--- config.mk ---
export PLATFORM = sky130hd
export DESIGN_NAME = adc_frame_capture_flat
export DESIGN_NICKNAME = d
export VERILOG_FILES = /design/src/rtl/adc_frame_capture_if.sv /design/src/rtl/adc_frame_capture.sv /design/src/flat_wrapper.sv
export SDC_FILE = /design/constraint.sdc
export NUM_CORES = 1
export LEC_CHECK = 0
export BUFFER_PORTS_ARGS = -buffer_cell sky130_fd_sc_hd__buf_2
export CAP_MARGIN = 10
export CORE_ASPECT_RATIO = 1.2
export CORE_MARGIN = 3
export CORE_UTILIZATION = 58
export DETAILED_ROUTE_END_ITERATION = 10
export PLACE_DENSITY = 0.85
export SYNTH_ARGS = -nofsm -noshare
export SYNTH_HDL_FRONTEND = slang
export SYNTH_SLANG_ARGS = --single-unit
--- constraint.sdc ---
create_clock -name clk_w -period 4.05 [get_ports clk_w]
set_clock_uncertainty 0.15 [all_clocks]
set_input_delay 0.405 -clock clk_w [delete_from_list [all_inputs] [get_ports clk_w]]
set_output_delay 0.405 -clock clk_w [all_outputs]
set_load 0.02 [all_outputs]
--- src/rtl/adc_frame_capture_if.sv ---
// Sample, command, configuration and buffer-write signals of the ADC frame capture block.
// The master side drives samples/commands and receives buffer writes; the slave side is the capture engine.
interface adc_frame_capture_if #(
  parameter int AW = 10
);
  logic [11:0]   adc_raw;
  logic          adc_otr;
  logic          cmd_valid;
  logic [15:0]   cmd;
  logic [11:0]   trig_level;
  logic          trig_mode;
  logic [7:0]    decim;
  logic          wr_en;
  logic [AW-1:0] wr_addr;
  logic [15:0]   wr_data;
  logic          busy;
  logic          frame_done;
  logic          otr_seen;

  modport master (
    output adc_raw, adc_otr, cmd_valid, cmd, trig_level, trig_mode, decim,
    input  wr_en, wr_addr, wr_data, busy, frame_done, otr_seen
  );

  modport slave (
    input  adc_raw, adc_otr, cmd_valid, cmd, trig_level, trig_mode, decim,
    output wr_en, wr_addr, wr_data, busy, frame_done, otr_seen
  );
endinterface

--- src/rtl/adc_frame_capture.sv ---
// Triggered, decimated capture of one DEPTH-sample ADC frame into an external write-only buffer.
//
//   state   | meaning
//   IDLE    | waiting for ARM
//   ARMED   | waiting for trigger (edge crossing or immediate)
//   CAPTURE | storing one of every decim+1 samples
//   DONE    | frame complete, frame_done pulses for one cycle
module adc_frame_capture #(
  parameter int DEPTH = 1024,
  parameter int AW    = 10
) (
  input logic clk_w,
  input logic rst,
  adc_frame_capture_if.slave bus
);
  typedef enum logic [1:0] {IDLE, ARMED, CAPTURE, DONE} state_t;

  localparam logic [15:0]   CMD_ARM   = 16'h00A1;
  localparam logic [15:0]   CMD_ABORT = 16'h00A0;
  localparam logic [AW-1:0] LAST_ADDR = AW'(DEPTH - 1);

  state_t        state_q, state_d;
  logic [11:0]   cur_q, prev_q;
  logic          cur_otr_q;
  logic [AW-1:0] addr_q, addr_d;
  logic [7:0]    skip_q, skip_d;
  logic          wr_en_q, wr_en_d;
  logic [AW-1:0] wr_addr_q, wr_addr_d;
  logic [15:0]   wr_data_q, wr_data_d;
  logic          otr_seen_q, otr_seen_d;
  logic          cmd_arm, cmd_abort, trig, store;

  assign cmd_arm   = bus.cmd_valid && (bus.cmd == CMD_ARM);
  assign cmd_abort = bus.cmd_valid && (bus.cmd == CMD_ABORT);
  assign trig      = bus.trig_mode ||
                     ((prev_q < bus.trig_level) && (cur_q >= bus.trig_level));

  always_ff @(posedge clk_w or negedge rst) begin
    if (!rst) begin
      state_q    <= IDLE;
      cur_q      <= '0;
      prev_q     <= '0;
      cur_otr_q  <= 1'b0;
      addr_q     <= '0;
      skip_q     <= '0;
      wr_en_q    <= 1'b0;
      wr_addr_q  <= '0;
      wr_data_q  <= '0;
      otr_seen_q <= 1'b0;
    end else begin
      state_q    <= state_d;
      cur_q      <= bus.adc_raw;
      prev_q     <= cur_q;
      cur_otr_q  <= bus.adc_otr;
      addr_q     <= addr_d;
      skip_q     <= skip_d;
      wr_en_q    <= wr_en_d;
      wr_addr_q  <= wr_addr_d;
      wr_data_q  <= wr_data_d;
      otr_seen_q <= otr_seen_d;
    end
  end

  always_comb begin
    state_d    = state_q;
    addr_d     = addr_q;
    skip_d     = skip_q;
    wr_en_d    = 1'b0;
    wr_addr_d  = wr_addr_q;
    wr_data_d  = wr_data_q;
    otr_seen_d = otr_seen_q;
    store      = 1'b0;

    case (state_q)
      IDLE: begin
        if (cmd_arm) begin
          state_d    = ARMED;
          otr_seen_d = 1'b0;
          addr_d     = '0;
          skip_d     = '0;
        end
      end
      ARMED: store = trig;
      CAPTURE: begin
        if (skip_q != 8'd0) skip_d = skip_q - 8'd1;
        else                store  = 1'b1;
      end
      DONE: state_d = IDLE;
      default: state_d = IDLE;
    endcase

    // Abort beats both the trigger store and the final store of a frame.
    if (cmd_abort) begin
      state_d = IDLE;
    end else if (store) begin
      wr_en_d    = 1'b1;
      wr_addr_d  = addr_q;
      wr_data_d  = {cur_otr_q, 3'b000, cur_q};
      otr_seen_d = otr_seen_q | cur_otr_q;
      skip_d     = bus.decim;
      if (addr_q == LAST_ADDR) begin
        state_d = DONE;
      end else begin
        state_d = CAPTURE;
        addr_d  = addr_q + AW'(1);
      end
    end
  end

  assign bus.wr_en      = wr_en_q;
  assign bus.wr_addr    = wr_addr_q;
  assign bus.wr_data    = wr_data_q;
  assign bus.otr_seen   = otr_seen_q;
  assign bus.busy       = (state_q == ARMED) || (state_q == CAPTURE);
  assign bus.frame_done = (state_q == DONE);
endmodule

--- src/flat_wrapper.sv ---
// flat-port wrapper written by rule: the top's interface ports become plain ports
module adc_frame_capture_flat 
#(
  parameter int DEPTH = 1024,
  parameter int AW    = 10
)
  (clk_w, rst, bus_adc_raw, bus_adc_otr, bus_cmd_valid, bus_cmd, bus_trig_level, bus_trig_mode, bus_decim, bus_wr_en, bus_wr_addr, bus_wr_data, bus_busy, bus_frame_done, bus_otr_seen);
  adc_frame_capture_if #(.AW(AW)) bus_i ();
  input logic clk_w;
  input logic rst;
  input wire logic [$bits(bus_i.adc_raw)-1:0] bus_adc_raw;
  input wire logic [$bits(bus_i.adc_otr)-1:0] bus_adc_otr;
  input wire logic [$bits(bus_i.cmd_valid)-1:0] bus_cmd_valid;
  input wire logic [$bits(bus_i.cmd)-1:0] bus_cmd;
  input wire logic [$bits(bus_i.trig_level)-1:0] bus_trig_level;
  input wire logic [$bits(bus_i.trig_mode)-1:0] bus_trig_mode;
  input wire logic [$bits(bus_i.decim)-1:0] bus_decim;
  output wire logic [$bits(bus_i.wr_en)-1:0] bus_wr_en;
  output wire logic [$bits(bus_i.wr_addr)-1:0] bus_wr_addr;
  output wire logic [$bits(bus_i.wr_data)-1:0] bus_wr_data;
  output wire logic [$bits(bus_i.busy)-1:0] bus_busy;
  output wire logic [$bits(bus_i.frame_done)-1:0] bus_frame_done;
  output wire logic [$bits(bus_i.otr_seen)-1:0] bus_otr_seen;
  assign bus_i.adc_raw = bus_adc_raw;
  assign bus_i.adc_otr = bus_adc_otr;
  assign bus_i.cmd_valid = bus_cmd_valid;
  assign bus_i.cmd = bus_cmd;
  assign bus_i.trig_level = bus_trig_level;
  assign bus_i.trig_mode = bus_trig_mode;
  assign bus_i.decim = bus_decim;
  assign bus_wr_en = bus_i.wr_en;
  assign bus_wr_addr = bus_i.wr_addr;
  assign bus_wr_data = bus_i.wr_data;
  assign bus_busy = bus_i.busy;
  assign bus_frame_done = bus_i.frame_done;
  assign bus_otr_seen = bus_i.otr_seen;
  adc_frame_capture #(.DEPTH(DEPTH), .AW(AW)) u_core (.clk_w(clk_w), .rst(rst), .bus(bus_i));
endmodule
Word level (Yosys, flattened, before mapping) --
Cells that the tools add are included.
Operators by class: add/sub/neg operators 2, $lt $le $gt $ge 2, equality and inequality tests 7, mux-type cells 23, bitwise operators 2, reductions and logical operators 10
Operator list (count):
- 2-to-1 mux 10 bit | 5
- == test 16 x 8 -> 1 bit (second input constant) | 2
- 2-to-1 mux 8 bit | 4
- one-hot mux 8 bit (2 select lines) | 1
- >= comparator 12 bit | 1
- < comparator 12 bit | 1
- adder 10 x 1 -> 10 bit (second input constant) | 1
- == test 10 bit (second input constant) | 1
- 2-to-1 mux 1 bit | 8
- nonzero test 8 bit | 1
- subtractor 8 x 1 -> 8 bit (second input constant) | 1
- 2-to-1 mux 2 bit | 3
- == test 2 bit (second input constant) | 2
- != test 4 x 1 -> 1 bit (second input constant) | 1
- one-hot mux 2 bit (2 select lines) | 1
- AND reduction 2 bit | 2
- nonzero test 4 bit | 1
- logical AND 1 bit | 3
- == test 2 x 1 -> 1 bit (second input constant) | 1
- zero test 2 bit | 1
- logical OR 1 bit | 2
- one-hot mux 1 bit (2 select lines) | 1
- inverter 1 bit | 1
- bitwise OR 1 bit | 1
Storage, ports and cells: flip-flop bits (word level) 70, input bits 53, output and inout bits 30

Longest topological paths before layout --
Gate-level depths: netlist of run 1.
depth in word-level cells 7, mapped depth 10

Worst setup path before layout of run 1 --
No wires, ideal clock.
kind in2reg, start point input bus_trig_level[0], end point register u_core.wr_addr_q[0], in the netlist u_core.bus.wr_addr[0], setup time 0.125 ns, arrival time 2.385 ns, required time 3.775 ns, slack 1.390 ns, stages on the path 9, buffers on the path 1, cells stage by stage ha_1 nand2b_4 a2111oi_2 o41ai_2 a221oi_4 o21ai_4 nand2_4 buf_6 mux2_4
On the way: longest elaborated chain between the ends 5
RTL lines:
- start: declaration | RTL line flat_wrapper.sv:15 | input wire logic [$bits(bus_i.trig_level)-1:0] bus_trig_level;
- < comparator 12 bit / >= comparator 12 bit (equally long branches) | RTL line adc_frame_capture.sv:36 | ((prev_q < bus.trig_level) && (cur_q >= bus.trig_level));
- logical AND 1 bit * | RTL line adc_frame_capture.sv:36
- logical OR 1 bit * | RTL line adc_frame_capture.sv:35 | assign trig = bus.trig_mode ||
- one-hot mux 1 bit (2 select lines) * | RTL line adc_frame_capture.sv:74 | case (state_q)
- AND reduction 2 bit (no source line) *
- end signal: assignment | RTL line adc_frame_capture.sv:58 | wr_addr_q <= wr_addr_d;
- end: declaration | RTL line adc_frame_capture.sv:28 | logic [AW-1:0] wr_addr_q, wr_addr_d;
Every way passes the cells marked *; elsewhere a longest branch is shown, timed or not. A chain may end at the register's enable or synchronous reset.

Worst setup path in the final report of run 1 --
start point register u_core.cur_q[0], end point register u_core.wr_data_q[4], in the netlist u_core.bus.wr_data[4]
On the way: longest elaborated chain between the ends 5
RTL lines:
- start: declaration | RTL line adc_frame_capture.sv:23 | logic [11:0] cur_q, prev_q;
- start signal: assignment | RTL line adc_frame_capture.sv:52 | cur_q <= bus.adc_raw;
- >= comparator 12 bit | RTL line adc_frame_capture.sv:36
- logical AND 1 bit | RTL line adc_frame_capture.sv:36
- logical OR 1 bit | RTL line adc_frame_capture.sv:35
- one-hot mux 1 bit (2 select lines) | RTL line adc_frame_capture.sv:74
- AND reduction 2 bit (no source line)
- end signal: assignment | RTL line adc_frame_capture.sv:59 | wr_data_q <= wr_data_d;
- end: declaration | RTL line adc_frame_capture.sv:29 | logic [15:0] wr_data_q, wr_data_d;
No other way between the ends.

==> results of run 1 <==
layer usage:
metal / global-route usage [%] / vias up / wire, um
met2: 37.22 / 76 / 3860
li1: - / 1300 / -
met4: 11.17 / 0 / 276
met1: 27.47 / 1287 / 3208
met5: 0 / - / 0
met3: 4.913 / 24 / 395
per-stage QoR:
step | setup slack (ns) | instances | hold slack, ns
global route | 0.8007 | 492 | 0.004947
floorplan | 1.390 | 313 | -0.04059
global placement | 0.9246 | 467 | 0.2247
finish | 0.9656 | 492 | 0.01553
detailed placement | 0.8610 | 467 | 0.2193
CTS | 0.9404 | 490 | 0.001613
worst paths after layout:
kind / startpoint / end / slack [ns] / depth (start not counted)
min: bus_adc_raw[4] / u_core.cur_q[4]$_DFF_PN0_ / 0.02 / 1
min in group asynchronous: rst / u_core.addr_q[5]$_DFF_PN0_ / 0.50 / 2
min reg2reg: u_core.cur_q[0]$_DFF_PN0_ / u_core.prev_q[0]$_DFF_PN0_ / 0.25 / 0
max in group asynchronous: rst / u_core.prev_q[2]$_DFF_PN0_ / 2.29 / 3
max reg2reg: u_core.cur_q[0]$_DFF_PN0_ / u_core.bus.wr_data[4]$_DFFE_PN0P_ / 0.97 / 9
max: u_core.cur_q[0]$_DFF_PN0_ / u_core.bus.wr_data[4]$_DFFE_PN0P_ / 0.97 / 9
registers in the layout, indices dropped and copies added, names as in the netlist:
name                 flops
u_core.cur_otr_q         1
u_core.bus.otr_seen      1
u_core.skip_q            8
u_core.addr_q           10
u_core.bus.wr_data      13
u_core.state_q           2
u_core.prev_q           12
u_core.bus.wr_en         1
u_core.cur_q            12
u_core.bus.wr_addr      10
kinds of logic (layout without fill, tap and decap cells):
group / Yosys count / count (layout) / share of synthesized area, %
multiplexers: 33 / 33 / 12.75
adder cells (fa/ha/maj): 30 / 30 / 10.12
other: 1 / 3 / 0.1011
XOR/XNOR: 1 / 1 / 0.2361
AO/OA/AOI/OAI: 66 / 66 / 13.53
AND/OR/NAND/NOR: 80 / 80 / 11.91
flip-flops: 70 / 70 / 47.22
buffers and inverters: 30 / 127 / 4.148
cells in the final DEF, fill, tap and decap left out, drive strengths merged, types with 3 or more instances in the layout:
cell / instances
o21a: 4
a21o: 4
nand3: 9
mux2: 33
or2: 6
a221o: 3
nor2: 15
nor4: 4
o21ai: 23
dlygate4sd3: 9
ha: 30
a21oi: 10
nand2: 18
inv: 22
nand2b: 4
clkbuf: 11
conb: 3
buf: 80
dfrtp: 70
or3: 4
nor2b: 7
o31ai: 5
layout make-up:
class                   count  area (um^2)  area share (%)
flip-flops and latches     70         1752           39.44
clock inverters             5        58.81           1.324
well taps                  82        102.6           2.310
repair buffers             89        493.0           11.10
inverters                  22        82.58           1.859
clock buffers              11        141.4           3.183
multi-input cells         213         1812           40.79
power by group:
part | internal, uW | total (uW) | leakage, uW | switching, uW
clock network | 301 | 563 | 0.0000955 | 262
logic | 524 | 1080 | 0.00127 | 553
registers | 874 | 1010 | 0.000857 | 136
total | 1700 | 2650 | 0.00223 | 951
==> impl_results.md, run 1 <==
- Most used flip-flop cell after synthesis: sky130_fd_sc_hd__dfrtp_1
- Unique cell type count in the Yosys netlist: 56
- Worst-Margin Slew: 1.101 ns
- Max cap viols: 0
- Core area: 6128 um^2
- Vias/cell: 5.461
- Placed inst area: 4151 um^2
- GR Overflow Total: 0
- Dominant cells by area after synthesis: sky130_fd_sc_hd__dfrtp_1 (47%), sky130_fd_sc_hd__mux2_4 (11%), sky130_fd_sc_hd__ha_1 (10%), sky130_fd_sc_hd__o21ai_0 (2.8%), sky130_fd_sc_hd__inv_1 (2.2%)
- Register area share after synthesis: 47.22%
- Mapped Cells: 311
- Clk pin slew, worst setup/hold paths: 0.08 ns
- Category of cells accounting for the largest share of critical-path delay: compound AO/OA/AOI/OAI gates
- Share of the synthesized area in the top cell type: 47.22%
- Most used standard cell by instance count after synthesis: sky130_fd_sc_hd__dfrtp_1
- Avg Cell Area, Syn: 11.93 um^2
- Number of buffers added for setup after CTS: 0
- Routed WL: 7740 um
- CP startpoint kind: flop
- Design Power: 2651 uW
- Count of boundary I/O pins: 83
- Horizontal die dimension: 79.01 um
- Power per standard cell area: 596.8 nW/um^2
- Clock tree from TritonCTS: done
- Initial antenna violation count: 0
- Setup TNS: 0 ns
- Violation count after the first detailed-route iteration: 124
- Slowest CP cell: sky130_fd_sc_hd__nand2_4
- Number of inserted diodes: 0
- Flop and latch count out of synthesis: 70
- Antenna Violating Nets Remaining: 0
- Count of final setup violators: 0
- Global router's overall resource usage: 22.43%
- Worst slew margin relative to its limit: 25.99%
- Count of hold buffers inserted by post-cts repair: 7
- Type of element capturing the critical path: flop
- Required time worst endpoint: 4.13 ns
- Std-Cell Rows: 31
- Sequence of cells on the critical path: inv_1 > ha_1 > nand2b_4 > a2111oi_2 > o41ai_2 > a221oi_4 > o21ai_4 > nand2_4 > mux2_2
- Worst endpoint data arrival time: 3.16 ns
- Synth area leader: sky130_fd_sc_hd__dfrtp_1
- Fill cell instance count of the final layout: 461
- Commonest cells in the netlist: sky130_fd_sc_hd__dfrtp_1 (70), sky130_fd_sc_hd__ha_1 (30), sky130_fd_sc_hd__mux2_4 (27)
- Number of enable flip-flop cells after synthesis: 0
- Post-synthesis cell area: 3710 um^2
- First-pass GRT wire length: 12810 um
- Count of yosys warnings during synthesis: 0
- HPWL reported at the end of detailed placement: 5543 um
- Fraction of layout instances using a drive strength above 1: 35.61%
- Deepest clock path buffer count: 2
- Die Span Y: 93.61 um
- Vias in the first global route: 2817
- Run status: finished clean
- Resize count post-CTS: 0
- Die outline area: 7396 um^2
- CTS Root Cell: sky130_fd_sc_hd__clkbuf_8
- DRC violations left: 0
- Async SR Flop Fraction: 100.0%
- Total number of nets in the final design: 488
- Clock latency reported for the late side of the worst-skew pair: 0.35 ns
- Clock sinks: 70
- CP peak stage delay: 0.49 ns
- Clock period minus worst slack: 3.084 ns
- Design Area, Final: 4442 um^2
- Kind of path behind the tightest hold check: primary input to flop
- Final slew viol count: 0
- Maximum number of pins on one net before global-route repair: 40
- Cell leakage power: 0.002227 uW
- Maximum clock frequency: 0.3242 GHz
- Final standard cell utilization of the core: 72.48%
- Buffering stage count on the worst path with inverters included: 1
- TritonCTS buffer count: 9
- Worst Setup Path Type: flop to flop
- Weighted congestion reported at the end of routability-driven placement: 0.8294
- Initial core utilization: 60.53%
- Via count: 2687
- Maximum ir drop on the vdd rail: 0.3795 mV
- Count of H-tree levels built during CTS: 3
- Final cycle utilization of the critical path: 76.16%
- Maximum fanout along the worst path: 34
- Count of TritonRoute iterations in the first routing pass: 4
- Area overhead of the layout relative to synthesis: 19.73%
- Port Buffer Count: 79
- Routed length per placed instance: 15.73 um
- Final hold vios: 0
- Unrepaired setup endpoints after global routing: false
(Power assumes the default switching activity.)
==> run 2: changes to the inputs <==
--- a/config.mk
+++ b/config.mk
@@ -5,13 +5,14 @@
 export SDC_FILE = /design/constraint.sdc
 export NUM_CORES = 1
 export LEC_CHECK = 0
+export ABC_AREA = 1
 export BUFFER_PORTS_ARGS = -buffer_cell sky130_fd_sc_hd__buf_2
 export CAP_MARGIN = 10
 export CORE_ASPECT_RATIO = 1.2
 export CORE_MARGIN = 3
-export CORE_UTILIZATION = 58
+export CORE_UTILIZATION = 54
 export DETAILED_ROUTE_END_ITERATION = 10
-export PLACE_DENSITY = 0.85
+export PLACE_DENSITY = 0.8
 export SYNTH_ARGS = -nofsm -noshare
 export SYNTH_HDL_FRONTEND = slang
 export SYNTH_SLANG_ARGS = --single-unit
==> constraint.sdc (replaced) <==
create_clock -name clk_w -period 2.9 [get_ports clk_w]
set_clock_uncertainty 0.15 [all_clocks]
set_input_delay 0.29 -clock clk_w [delete_from_list [all_inputs] [get_ports clk_w]]
set_output_delay 0.29 -clock clk_w [all_outputs]
set_load 0.02 [all_outputs]
==> impl_results.md, run 2 <==
- Pre-CTS setup slack: 0.4438 ns
- Synth area leader: sky130_fd_sc_hd__dfrtp_1
- Final slew viol count: 0
- Clock sinks: 70
- Type of element capturing the critical path: flop
- Clock latency reported for the late side of the worst-skew pair: 0.35 ns
- Async SR Flop Fraction: 100.0%
- Most used flip-flop cell after synthesis: sky130_fd_sc_hd__dfrtp_1
- Weighted congestion reported at the end of routability-driven placement: 0.8387
- Required time worst endpoint: 3.02 ns
- HPWL reported at the end of detailed placement: 6120 um
- Routed WL: 8280 um
- Post-synthesis cell area: 3729 um^2
- Count of final setup violators: 0
- Dominant cells by area after synthesis: sky130_fd_sc_hd__dfrtp_1 (47%), sky130_fd_sc_hd__nand2_1 (14%), sky130_fd_sc_hd__ha_1 (10%), sky130_fd_sc_hd__inv_1 (5.9%), sky130_fd_sc_hd__nand3_1 (4.3%)
- Worst R2R Path Depth: 16
- Horizontal die dimension: 81.86 um
- Commonest cells after routing, fill and taps aside: sky130_fd_sc_hd__nand2_1 (137), sky130_fd_sc_hd__buf_2 (79), sky130_fd_sc_hd__dfrtp_1 (70), sky130_fd_sc_hd__inv_1 (59), sky130_fd_sc_hd__nand3_1 (32)
- Cell leakage power: 0.002476 uW
- Reg2reg start: u_core.cur_q[11]$_DFF_PN0_
- Worst-case setup margin in the final layout: 0.4359 ns
- CTS Root Cell: sky130_fd_sc_hd__clkbuf_8
- Worst endpoint data arrival time: 2.59 ns
- Combinational Power Share: 38.7%
- Sw frac: 39.59%
- P_sw: 1507 uW
- Routed length per placed instance: 12.94 um
- Path length in cells of the critical path: 16
- Max cap viols: 0
- CP peak stage delay: 0.42 ns
- Most frequent standard cell in the layout excluding fill and tap cells: sky130_fd_sc_hd__nand2_1
- Final Instance Count excl. Fillers: 640
- Worst-Margin Slew: 0.7072 ns
- Fraction of layout instances using a drive strength above 1: 20.54%
- Antenna Violating Nets Remaining: 0
- Internal power contribution: 2300 uW
- Area overhead of the layout relative to synthesis: 22.79%
- Fill cell instance count of the final layout: 521
- Vias/cell: 5.030
- Count of H-tree levels built during CTS: 3
- Die outline area: 7942 um^2
- Deepest clock path buffer count: 2
- Design Area, Final: 4578 um^2
- Count of TritonRoute iterations in the first routing pass: 4
- Final cycle utilization of the critical path: 84.97%
- Clock tree from TritonCTS: done
- Slowest CP cell: sky130_fd_sc_hd__dfrtp_1
- Most used standard cell by instance count after synthesis: sky130_fd_sc_hd__nand2_1
- Count of yosys warnings during synthesis: 0
- Initial core utilization: 56.78%
- Library cell appearing most often on the critical path: sky130_fd_sc_hd__nand2_1
- DRC violations left: 0
- Total number of nets in the final design: 633
- Maximum number of pins on one net before global-route repair: 43
- Worst Setup Path Type: flop to flop
- Core area: 6566 um^2
- CP startpoint kind: flop
- Worst hold margin: 0.01675 ns
- Maximum ir drop on the vdd rail: 0.4041 mV
- Vias in the first global route: 3131
- Placed inst area: 4213 um^2
- Std-Cell Rows: 32
- Clk pin slew, worst setup/hold paths: 0.07 ns
- Kind of path behind the tightest hold check: primary input to flop
- Mapped Cells: 449
- Maximum fanout along the worst path: 19
- Crit. Startpoint: u_core.cur_q[11]$_DFF_PN0_
- Share of the synthesized area in the top cell type: 46.98%
- Initial antenna violation count: 0
- Via count: 3219
- Number of cells in the design after placement: 609
- Number of inserted diodes: 0
- Worst slew margin relative to its limit: 52.85%
- Avg Cell Area, Syn: 8.304 um^2
- Flop pwr share: 38.6%
- Register area share after synthesis: 46.98%
- Worst setup slack for register-to-register paths: 0.44 ns
- Violation count after the first detailed-route iteration: 172
- Sequence of cells on the critical path: ha_1 > nand2_1 > nor2_1 > nand3_1 > nor2_1 > nor2_1 > nand2_1 > nand2_1 > nand2_1 > nand2_1 > nand2_4 > nand3_4 > inv_2 > buf_4 > nand2_1 > o21ai_1
- Category of cells accounting for the largest share of critical-path delay: simple AND/OR/NAND/NOR gates
- Count of boundary I/O pins: 83
- Port Buffer Count: 79
- First-pass GRT wire length: 13860 um
- Buffering stage count on the worst path with inverters included: 2
- GR Overflow Total: 0
- Flop and latch count out of synthesis: 70
- Number of enable flip-flop cells after synthesis: 0
- Final hold vios: 0
- Global router's overall resource usage: 22.42%
- Maximum clock frequency: 0.4058 GHz
- Commonest cells in the netlist: sky130_fd_sc_hd__nand2_1 (137), sky130_fd_sc_hd__dfrtp_1 (70), sky130_fd_sc_hd__inv_1 (59)
- Area of the multi-input gates: 1680 um^2
- Startpoint of the worst hold path: bus_decim[2]
- Setup TNS: 0 ns
- Clock share of power: 22.8%
- Clock period minus worst slack: 2.464 ns
- Die Span Y: 97.03 um
- TritonCTS buffer count: 9
- Max FFs per register: 13
- Reg-to-Reg End: u_core.addr_q[8]$_DFF_PN0_
- Destination of the critical timing path: u_core.addr_q[8]$_DFF_PN0_
- Number of buffers added for setup after CTS: 0
- Run status: finished clean
- Storage cell area: 1752 um^2
- Unique cell type count in the Yosys netlist: 36
- Power per standard cell area: 831.5 nW/um^2
- Unrepaired setup endpoints after global routing: false
[run 2: cell count changes after synthesis, moves of 5 or more]
cell / change
sky130_fd_sc_hd__nand3_1: +23
sky130_fd_sc_hd__nor2_1: +10
sky130_fd_sc_hd__mux2_2: -6
sky130_fd_sc_hd__o31ai_1: -5
sky130_fd_sc_hd__nor2b_1: -7
sky130_fd_sc_hd__xor2_1: +6
sky130_fd_sc_hd__nor3_1: +5
sky130_fd_sc_hd__inv_1: +37
sky130_fd_sc_hd__o21ai_0: +10
sky130_fd_sc_hd__nand2_1: +120
sky130_fd_sc_hd__mux2_4: -27
[run 2: kinds of logic (layout without fill, tap and decap cells)]
kind of cell	Yosys count	after routing	share of synthesized area [%]
other	1	3	0.1006
adder cells (fa/ha/maj)	30	30	10.07
AND/OR/NAND/NOR	221	221	26.34
flip-flops	70	70	46.98
buffers and inverters	73	177	8.154
XOR/XNOR	8	8	1.879
AO/OA/AOI/OAI	46	46	6.477
[run 2: worst min path at each step]
| stage | to | cells past startpoint |
|---|---|---|
| after floorplan | u_core.addr_q[0]$_DFF_PN0_ | 0 |
| after global placement | u_core.prev_q[0]$_DFF_PN0_ | 0 |
| after detailed placement | u_core.prev_q[0]$_DFF_PN0_ | 0 |
| after CTS | u_core.skip_q[2]$_DFF_PN0_ | 3 |
| after global routing | u_core.skip_q[6]$_DFF_PN0_ | 3 |
| final | u_core.skip_q[2]$_DFF_PN0_ | 3 |
[run 2: what timing repair did]
item	in CTS	in global routing
hold buffers	15	0
hold endpoints to repair	42	0
gates resized for setup	0	0
[run 2: cell type report]
class / instances / share of cell area (%)
sequential: 70 / 38.26
clock buffer: 12 / 3.170
tap: 85 / 2.323
multi-input combinational: 308 / 36.70
clock inverter: 4 / 1.530
inverter: 63 / 5.165
timing repair buffer: 98 / 12.85
[run 2: metrics by stage]
| stage | total power, uW | util (%) |
|---|---|---|
| 6_report | 3807 | 69.72 |
| 5_1_grt | 4103 | 69.72 |
| 4_1_cts | 3835 | 69.72 |
| 3_5_place_dp | 2947 | 64.16 |
| 3_3_place_gp | 2887 | 64.16 |
| 2_1_floorplan | 2498 | - |
[run 2: metal layers]
layer  up-vias  part of all wire, %  track usage, %
li1       1614                    -               -
met2        82                   51           37.77
met4         0                  2.0           9.079
met3        14                  4.9           4.935
met1      1509                   42           27.16
met5         -                    0               0
[run 2: power by group through the flow]
| stage | clock, uW | combinational [uW] | sequential (uW) |
|---|---|---|---|
| 2_1_floorplan | 0 | 866 | 1630 |
| 3_3_place_gp | 0 | 1410 | 1480 |
| 3_5_place_dp | 0 | 1460 | 1480 |
| 4_1_cts | 880 | 1490 | 1470 |
| 5_1_grt | 928 | 1670 | 1510 |
| 6_report | 867 | 1470 | 1470 |
[run 2: worst min-delay path: stages]
cell                      delay [ns]
sky130_fd_sc_hd__buf_2          0.07
sky130_fd_sc_hd__o21ai_0        0.07
sky130_fd_sc_hd__inv_1          0.05
==> run 3: changes to the inputs <==
==> constraint.sdc (replaced) <==
create_clock -name clk_w -period 2.5 [get_ports clk_w]
set_clock_uncertainty 0.15 [all_clocks]
set_input_delay 0.25 -clock clk_w [delete_from_list [all_inputs] [get_ports clk_w]]
set_output_delay 0.25 -clock clk_w [all_outputs]
set_load 0.02 [all_outputs]
==> impl_results.md, run 3 (synthesis gave the netlist of run 2 again) <==
- Run status: finished clean
- Area overhead of the layout relative to synthesis: 30.81%
- Worst Setup Path Type: flop to flop
- Vias/cell: 5.168
- Commonest cells after routing, fill and taps aside: sky130_fd_sc_hd__nand2_1 (135), sky130_fd_sc_hd__buf_2 (79), sky130_fd_sc_hd__dfrtp_1 (70), sky130_fd_sc_hd__inv_1 (58), sky130_fd_sc_hd__nand3_1 (32)
- Sequence of cells on the critical path: ha_1 > nand2_1 > inv_1 > nand2_1 > nand3_1 > nor2_1 > nand2_1 > nand2_1 > nand2_1 > nand2_1 > nand2_4 > nand3_4 > buf_12 > inv_8 > clkbuf_16 > o21ai_2 > inv_2
- Number of cells traversed by the worst hold path: 4
- Horizontal die dimension: 81.86 um
- Most frequent standard cell in the layout excluding fill and tap cells: sky130_fd_sc_hd__nand2_1
- Internal power contribution: 2740 uW
- Flop pwr share: 36.7%
- Library cell appearing most often on the critical path: sky130_fd_sc_hd__nand2_1
- Worst-Margin Slew: 0.5503 ns
- Endpoint with the worst hold slack: u_core.skip_q[1]$_DFF_PN0_
- CP peak stage delay: 0.42 ns
- Slowest CP cell: sky130_fd_sc_hd__dfrtp_1
- Number of inserted diodes: 0
- Maximum ir drop on the vdd rail: 0.5384 mV
- Via count: 3411
- Std-Cell Rows: 32
- P_sw: 1906 uW
- Weighted congestion reported at the end of routability-driven placement: 0.8812
- Vias in the first global route: 3250
- Combinational Power Share: 45.7%
- Sw frac: 41.02%
- Startpoint of the worst hold path: bus_decim[1]
- Number of cells in the design after placement: 610
- Clock period minus worst slack: 2.457 ns
- Required time worst endpoint: 2.61 ns
- Initial core utilization: 56.78%
- Die Span Y: 97.03 um
- Routed length per placed instance: 14.23 um
- Final cycle utilization of the critical path: 98.30%
- Reg-to-Reg End: u_core.skip_q[1]$_DFF_PN0_
- Clock latency reported for the late side of the worst-skew pair: 0.36 ns
- Worst slew margin relative to its limit: 63.32%
- Worst endpoint data arrival time: 2.57 ns
- Maximum fanout along the worst path: 7
- Final standard cell utilization of the core: 74.28%
- Worst R2R Path Depth: 17
- HPWL reported at the end of detailed placement: 6208 um
- Core area: 6566 um^2
- DRC violations left: 0
- CP startpoint kind: flop
- Global router's overall resource usage: 22.83%
- GR Overflow Total: 0
- Initial antenna violation count: 0
- Port Buffer Count: 79
- Worst setup slack for register-to-register paths: 0.04 ns
- Max FFs per register: 13
- First-pass GRT wire length: 14150 um
- Power per standard cell area: 952.6 nW/um^2
- Total number of nets in the final design: 653
- Category of cells accounting for the largest share of critical-path delay: simple AND/OR/NAND/NOR gates
- Kind of path behind the tightest hold check: primary input to flop
- Fraction of layout instances using a drive strength above 1: 23.83%
- Antenna Violating Nets Remaining: 0
- Clk pin slew, worst setup/hold paths: 0.08 ns
- CTS Root Cell: sky130_fd_sc_hd__clkbuf_8
- Deepest clock path buffer count: 2
- Count of TritonRoute iterations in the first routing pass: 4
- Count of final setup violators: 0
- Reg2reg start: u_core.cur_q[10]$_DFF_PN0_
- Clock sinks: 70
- Cell leakage power: 0.002606 uW
- Clock tree from TritonCTS: done
- Clock share of power: 17.5%
- Maximum number of pins on one net before global-route repair: 35
- Buffering stage count on the worst path with inverters included: 5
- Violation count after the first detailed-route iteration: 186
- TritonCTS buffer count: 9
- Final Instance Count excl. Fillers: 660
- Final hold vios: 0
- Type of element capturing the critical path: flop
- Count of H-tree levels built during CTS: 3
- Setup TNS: 0 ns
- Maximum clock frequency: 0.4069 GHz
- Max cap viols: 0
- Count of boundary I/O pins: 83
- Final slew viol count: 0
- Routed WL: 9393 um
- Die outline area: 7942 um^2
==> run 3: cell types whose count changed in the layout (fill, tap and decap cells not counted), moves of 3 or more <==
cell / before / now
sky130_fd_sc_hd__o21ai_0: 31 / 28
sky130_fd_sc_hd__clkbuf_16: 0 / 5
sky130_fd_sc_hd__buf_4: 3 / 9
sky130_fd_sc_hd__nor2_2: 1 / 4
sky130_fd_sc_hd__buf_12: 1 / 4
sky130_fd_sc_hd__dlygate4sd3_1: 15 / 21
sky130_fd_sc_hd__nor2_1: 24 / 21
==> run 3: per-layer routing <==
metal  vias up  global-route usage [%]  share of wire, %
met5         -                       0                 0
met4         0                   8.568               2.5
met3        19                   4.842               5.6
met2       134                   39.02                53
met1      1594                   27.55                39
li1       1664                       -                 -
==> run 3: power by group through the flow <==
stage	Sequential [uW]	Combinational [uW]	Clock [uW]
6_report	1710	2120	814
5_1_grt	1740	2350	860
4_1_cts	1690	1730	815
3_5_place_dp	1710	1700	0
3_3_place_gp	1700	1650	0
2_1_floorplan	1890	1000	0
==> run 3: through the flow <==
stage	setup WS, ns	total power (uW)	hold slack (ns)	cell area [um^2]
detailed placement	0.1201	3416	0.1168	4208
CTS	0.1157	4244	0.06028	4586
global placement	0.2453	3348	0.1067	4208
finish	0.04259	4646	0.06147	4877
floorplan	0.3693	2898	-0.1956	3736
global route	-0.06045	4955	0.06072	4877
==> run 3: area by class of cell <==
class / count / area (um^2)
inverters: 63 / 244.0
repair buffers: 118 / 878.3
fillers: 453 / 1689
flip-flops and latches: 70 / 1752
clock inverters: 4 / 22.52
multi-input cells: 308 / 1729
clock buffers: 12 / 145.1
well taps: 85 / 106.4
==> run 3: what timing repair did <==
| action | CTS | global route |
|---|---|---|
| endpoints found under the hold margin | 43 | 0 |
| gates resized for setup | 0 | 26 |
| setup buffers | 0 | 8 |
| endpoints found under the setup margin | 0 | 43 |
| hold buffers | 21 | 0 |
==> run 3: tightest hold or removal path, delay by kind of cell <==
| kind | cells | cell delay, ns |
|---|---|---|
| compound gates | 1 | 0.05 |
| buf+inv | 2 | 0.13 |
| simple gates | 1 | 0.11 |
==> run 3: how the worst max path moves through the flow <==
| stage | cells past startpoint | slack [ns] | end | from |
|---|---|---|---|---|
| after global routing | 17 | -0.06 | u_core.skip_q[1]$_DFF_PN0_ | u_core.cur_q[10]$_DFF_PN0_ |
| after global placement | 15 | 0.25 | u_core.skip_q[0]$_DFF_PN0_ | u_core.cur_q[10]$_DFF_PN0_ |
| after detailed placement | 16 | 0.12 | u_core.addr_q[7]$_DFF_PN0_ | u_core.cur_q[11]$_DFF_PN0_ |
| final | 17 | 0.04 | u_core.skip_q[1]$_DFF_PN0_ | u_core.cur_q[10]$_DFF_PN0_ |
| after floorplan | 15 | 0.37 | u_core.skip_q[1]$_DFF_PN0_ | u_core.cur_q[11]$_DFF_PN0_ |
| after CTS | 16 | 0.12 | u_core.addr_q[7]$_DFF_PN0_ | u_core.cur_q[11]$_DFF_PN0_ |
